### src/rtl/fir_coef_bank.sv
//==============================================================================
// Module      : fir_coef_bank
// Description : Ping-pong FIR coefficient store. The filter reads the active
//               bank while a host stream fills the shadow bank; a swap makes
//               the shadow bank active at a clean cycle boundary.
//               Optional feature macro: COEF_SYM_EN (symmetric half-length
//               banks with folded read addressing).
// Revision    : 1.0 - initial release
//==============================================================================
`default_nettype none

module fir_coef_bank #(
    parameter  int DW   = 16,
    parameter  int TAPS = 64,
    localparam int AW   = $clog2(TAPS)
) (
    input  logic          clk,
    input  logic          rst,
    input  logic          ld_start,
    input  logic          ld_valid,
    output logic          ld_ready,
    input  logic [DW-1:0] ld_data,
    output logic          ld_done,
    input  logic          swap_req,
    output logic          swap_ack,
    output logic          act_bank,
    input  logic          rd_en,
    input  logic [AW-1:0] rd_addr,
    output logic [DW-1:0] rd_data,
    output logic          rd_valid
);

`ifdef COEF_SYM_EN
    localparam int NLD = TAPS / 2;
`else
    localparam int NLD = TAPS;
`endif
    localparam int CW = (NLD > 1) ? $clog2(NLD) : 1;

    typedef enum logic [1:0] {
        ST_IDLE = 2'd0,
        ST_LOAD = 2'd1,
        ST_FULL = 2'd2
    } state_t;

    state_t          r_state;
    logic [CW-1:0]   r_cnt;
    logic [1:0]      r_loaded;
    logic            r_pend;
    logic [DW-1:0]   r_mem [2][NLD];

    logic            w_wr_en;
    logic            w_last;
    logic            w_oor;
    logic [CW-1:0]   w_idx;
    logic [DW-1:0]   w_rd_word;

    assign w_wr_en = (r_state == ST_LOAD) && ld_valid && ld_ready && !ld_start;
    assign w_last  = (r_cnt == CW'(NLD - 1));

    // Loader FSM; the shadow bank is always the one not currently active.
    always_ff @(posedge clk or posedge rst) begin
        if (rst) begin
            r_state  <= ST_IDLE;
            r_cnt    <= '0;
            r_loaded <= 2'b00;
            r_pend   <= 1'b0;
            act_bank <= 1'b0;
            ld_ready <= 1'b0;
            ld_done  <= 1'b0;
            swap_ack <= 1'b0;
        end else begin
            ld_done  <= 1'b0;
            swap_ack <= 1'b0;
            case (r_state)
                ST_IDLE: begin
                    if (ld_start) begin
                        r_state            <= ST_LOAD;
                        r_cnt              <= '0;
                        ld_ready           <= 1'b1;
                        r_loaded[~act_bank] <= 1'b0;
                        r_pend             <= swap_req;
                    end else if (swap_req && r_loaded[~act_bank]) begin
                        act_bank <= ~act_bank;
                        swap_ack <= 1'b1;
                    end
                end
                ST_LOAD: begin
                    if (swap_req) begin
                        r_pend <= 1'b1;
                    end
                    if (ld_start) begin
                        r_cnt <= '0;
                    end else if (w_wr_en) begin
                        if (w_last) begin
                            r_loaded[~act_bank] <= 1'b1;
                            ld_done            <= 1'b1;
                            ld_ready           <= 1'b0;
                            r_state            <= ST_FULL;
                        end else begin
                            r_cnt <= r_cnt + 1'b1;
                        end
                    end
                end
                ST_FULL: begin
                    if (ld_start) begin
                        r_state            <= ST_LOAD;
                        r_cnt              <= '0;
                        ld_ready           <= 1'b1;
                        r_loaded[~act_bank] <= 1'b0;
                        r_pend             <= r_pend | swap_req;
                    end else if (swap_req || r_pend) begin
                        act_bank <= ~act_bank;
                        swap_ack <= 1'b1;
                        r_pend   <= 1'b0;
                        r_state  <= ST_IDLE;
                    end
                end
                default: begin
                    r_state  <= ST_IDLE;
                    ld_ready <= 1'b0;
                end
            endcase
        end
    end

    // Coefficient storage is intentionally left unreset.
    always_ff @(posedge clk) begin
        if (w_wr_en) begin
            r_mem[~act_bank][r_cnt] <= ld_data;
        end
    end

    always_comb begin
        w_idx = CW'(rd_addr);
`ifdef COEF_SYM_EN
        if (rd_addr >= AW'(TAPS / 2)) begin
            w_idx = CW'(AW'(TAPS - 1) - rd_addr);
        end
`endif
    end

    assign w_oor     = ({1'b0, rd_addr} >= (AW + 1)'(TAPS));
    assign w_rd_word = (w_oor || !r_loaded[act_bank]) ? '0 : r_mem[act_bank][w_idx];

    // Bank is sampled at issue, so a read racing a swap sees the old bank.
    always_ff @(posedge clk or posedge rst) begin
        if (rst) begin
            rd_data  <= '0;
            rd_valid <= 1'b0;
        end else begin
            rd_valid <= rd_en;
            if (rd_en) begin
                rd_data <= w_rd_word;
            end
        end
    end

endmodule

`default_nettype wire

### config.mk
export PLATFORM = sky130hd
export DESIGN_NAME = fir_coef_bank
export DESIGN_NICKNAME = d
export VERILOG_FILES = /design/src/rtl/fir_coef_bank.sv
export SDC_FILE = /design/constraint.sdc
export NUM_CORES = 2
export LEC_CHECK = 0
export CAP_MARGIN = 20
export CORE_ASPECT_RATIO = 1.25
export CORE_MARGIN = 10
export CORE_UTILIZATION = 40
export CTS_CLUSTER_SIZE = 16
export DETAILED_ROUTE_END_ITERATION = 7
export PLACE_DENSITY = 0.63
export SYNTH_ARGS = -nofsm -noshare
export SYNTH_HDL_FRONTEND = slang
export SYNTH_SLANG_ARGS = --single-unit
### constraint.sdc
create_clock -name clk -period 6.6 [get_ports clk]
set_input_delay 1.65 -clock clk [delete_from_list [all_inputs] [get_ports clk]]
set_output_delay 1.65 -clock clk [all_outputs]
set_load 0.02 [all_outputs]
==> impl_results.md <==
* Status: finished, final reports clean
* Crit path launch: act_bank
* Clock Path Buffers at 3
* CTS tree: done
* Max_cap viols at 0
* Clock root cell: clkbuf_16
* RSZ-0062 raised after global routing: no
* Most frequent cells in the layout: 2048 x edfxtp_1, 544 x mux4_2, 209 x buf_4, 187 x clkbuf_16, 107 x nor2_1
* Cell area power density at 332 nW/um^2
* Die ar. at 218000 sq um
* Ports at 49
* Final Max Slew Viols at 0
* TritonCTS Buffers at 180
* Final WL at 201000 microns
* Final design instance area without fill at roughly 91000 sq um
* PostCTS Resize Cnt at 0
* Final Cycle Share at approximately 69%
* HP Class: flop to flop
* 1st-iter DRT viols at ~4600
* Antenna Nets Post-Route at 0
* DR WL/cell at 31.0 microns
* Peak supply drop at approximately 320 uV
* Number of enable flip-flop cells after synthesis at between 2000 and 2500
* Place WS at about 1.6 ns
* Global placement routability congestion at a little over 0.8
* Global route total overflow at 0
* Initial Utilization at between 40% and 50%
* Synth warnings at 0
* Distinct cell type count after synthesis at 48
* Max Fclk at approximately 220 MHz
* Synth Area in Compound Gates at under 10%
* Syn-to-layout area delta at 13.4%
* Clock tree sinks at ~2100
* Number of global-route vias before repair at 38200
* DP Area at ~84000 sq um
* Least-Margin Pin Slew at 1.15 ns
* Cell area after synthesis at around 80000 sq um
* FF+latch count, synth at 2080
* Sequential share of the synthesized area at roughly four fifths
* Critical path endpoint category: output port
* Clk slew on worst S/H paths at ~0.070 ns
* Layout cells sized above 1 at between 20% and 30%
* Post-layout min period at around 4.6 ns
* Post-synth top area share at 77.0%
* Reg-to-reg startpoint: act_bank
* # hold bufs at CTS at 0
* Xor-xnor portion of the synthesized cell area at less than 1%
* Syn_nets at around 3500
* Most common cell after layout, fill and taps aside: edfxtp_1
* Postcts setup bufs at 0
* PortBufs at 48
* Worst skew pair latency at ~0.84 ns
* Hold Startpoint: r_cnt[5]
* CP arrival at roughly 2.9 ns
* LEAKAGE at between 20 and 30 nW
* Vias per cell at between 5 and 6
* Final hold viol count at 0
* Post-DP HPWL at around 120000 microns
* Cells after Synth at between 3000 and 4000
* DRC at 0
* Core Footprint at 199000 sq um
* TritonRoute pass-1 iters at 6
* Die H at a little over 500 microns
* Critical Path Fanout Max at 64
* Setup_tns at 0 ns
* Combinational family with the most area after synthesis: multiplexers
* Clock Skew at 0.0356 ns
* Nets at 3786
* Ys flop type: edfxtp_1
* Global-route wire length before repair at 290000 microns
* Crit Path Class: flop to output port
* Top cells by area, synth: edfxtp_1 77%, mux4_2 15%, mux2i_1 1.0%, dfrtp_1 1.0%, nor2_1 0.70%
* Startpoint Class: flop
* Area share of fa/ha/maj cells after synthesis at less than 1%
* Initial antenna violation count at 3
* Mux cell area share after synthesis at between 10% and 20%
* H-Tree Depth at 4
* Post-synth ARST share at 1.54%
* Largest net degree at the start of global routing at 90
* Overall Power at 0.0301 W
* Gr usage total at 18.3%
* FP Rows at roughly 180
* Fin worst setup slack at around 2 ns
* Rel. slew slack at a little under a quarter
* # setup viols final at 0
* Synth Area in Simple Gates at between 1.5 and 2%
* Post-Syn Area per Cell at approximately 23 sq um
* Via count at approximately 38000
* Die X at roughly 420 microns
* Worst EP required at a little under 5 ns
* Synth area leader: edfxtp_1
[critical path, cell delays in order, from the launching register on]
cell and delay [ns]:
dfrtp_4 0.88, buf_12 0.47, clkdlybuf4s50_1 0.72
[Yosys cell counts (21+ instances only)]
| master | n |
|---|---|
| edfxtp_1 | 2048 |
| mux4_2 | 544 |
| nand2_1 | 81 |
| a221oi_1 | 57 |
| nor2_1 | 148 |
| o21ai_0 | 36 |
| mux2i_1 | 81 |
| a21oi_1 | 30 |
| mux2_2 | 24 |
| a22oi_1 | 21 |
| buf_2 | 55 |
| nand2b_1 | 33 |
| dfrtp_1 | 32 |
| buf_1 | 22 |
| clkbuf_1 | 91 |
[worst paths after layout]
kind                               end  cells after the start  slack (ns)
min in group asynchronous  rd_data[15]                      2        1.57
hold reg to reg               r_cnt[5]                      1        0.55
setup / recovery              act_bank                      2        2.05
hold / removal                r_cnt[5]                      1        0.55
setup reg to reg            rd_data[0]                      7        2.45
max in group asynchronous     act_bank                      2        4.22
[logic make-up after synthesis]
| kind of cell | Yosys count |
|---|---|
| AOI/OAI and AO/OA | 228 |
| DFF | 2080 |
| xor gates and xnor gates | 1 |
| and+or+nand+nor | 338 |
| adders and majority gates | 6 |
| buffers and inverters | 204 |
| muxes | 649 |
[metal layers]
layer  global-route usage, %  wire [microns]
met5                       0               0
met4                    8.11            9350
met3                    2.42           11900
met2                    30.7          102000
met1                    23.9           78100
[area by class of cell]
type                    instances  area (sq um)
repair buffers                256          2180
inverters                      12          50.0
diodes                          5          12.5
flip-flops and latches       2080         62300
fillers                     16300        108000
multi-input cells            1222         16700
clock inverters                90           970
clock buffers                 246          5070
well taps                    2590          3240
[where the power goes]
group          leakage (nW)  total, W  switching, W  internal [W]
Sequential             18.8    0.0146     0.0000895        0.0145
Clock                  2.96    0.0108       0.00466       0.00614
Combinational          6.29   0.00464       0.00245       0.00219
Total                  28.1    0.0301       0.00720        0.0229
[state kept, by name, indices dropped and copies added (netlist names), named ones only]
register / flops
r_cnt: 6
ld_done: 1
ld_ready: 1
r_mem: 2048
r_pend: 1
r_state: 2
rd_data: 16
swap_ack: 1
act_bank: 1
rd_valid: 1
[through the flow]
stage	utilization [%]	hold WS, ns	instances
after CTS	45.5	0.540	6496
after global routing	45.5	0.567	6497
after detailed placement	42.5	0.529	6160
final	45.6	0.547	6501
after floorplan	-	0.471	3506
after global placement	42.5	0.524	6160
No activity file was read; power rests on OpenSTA's default activity.
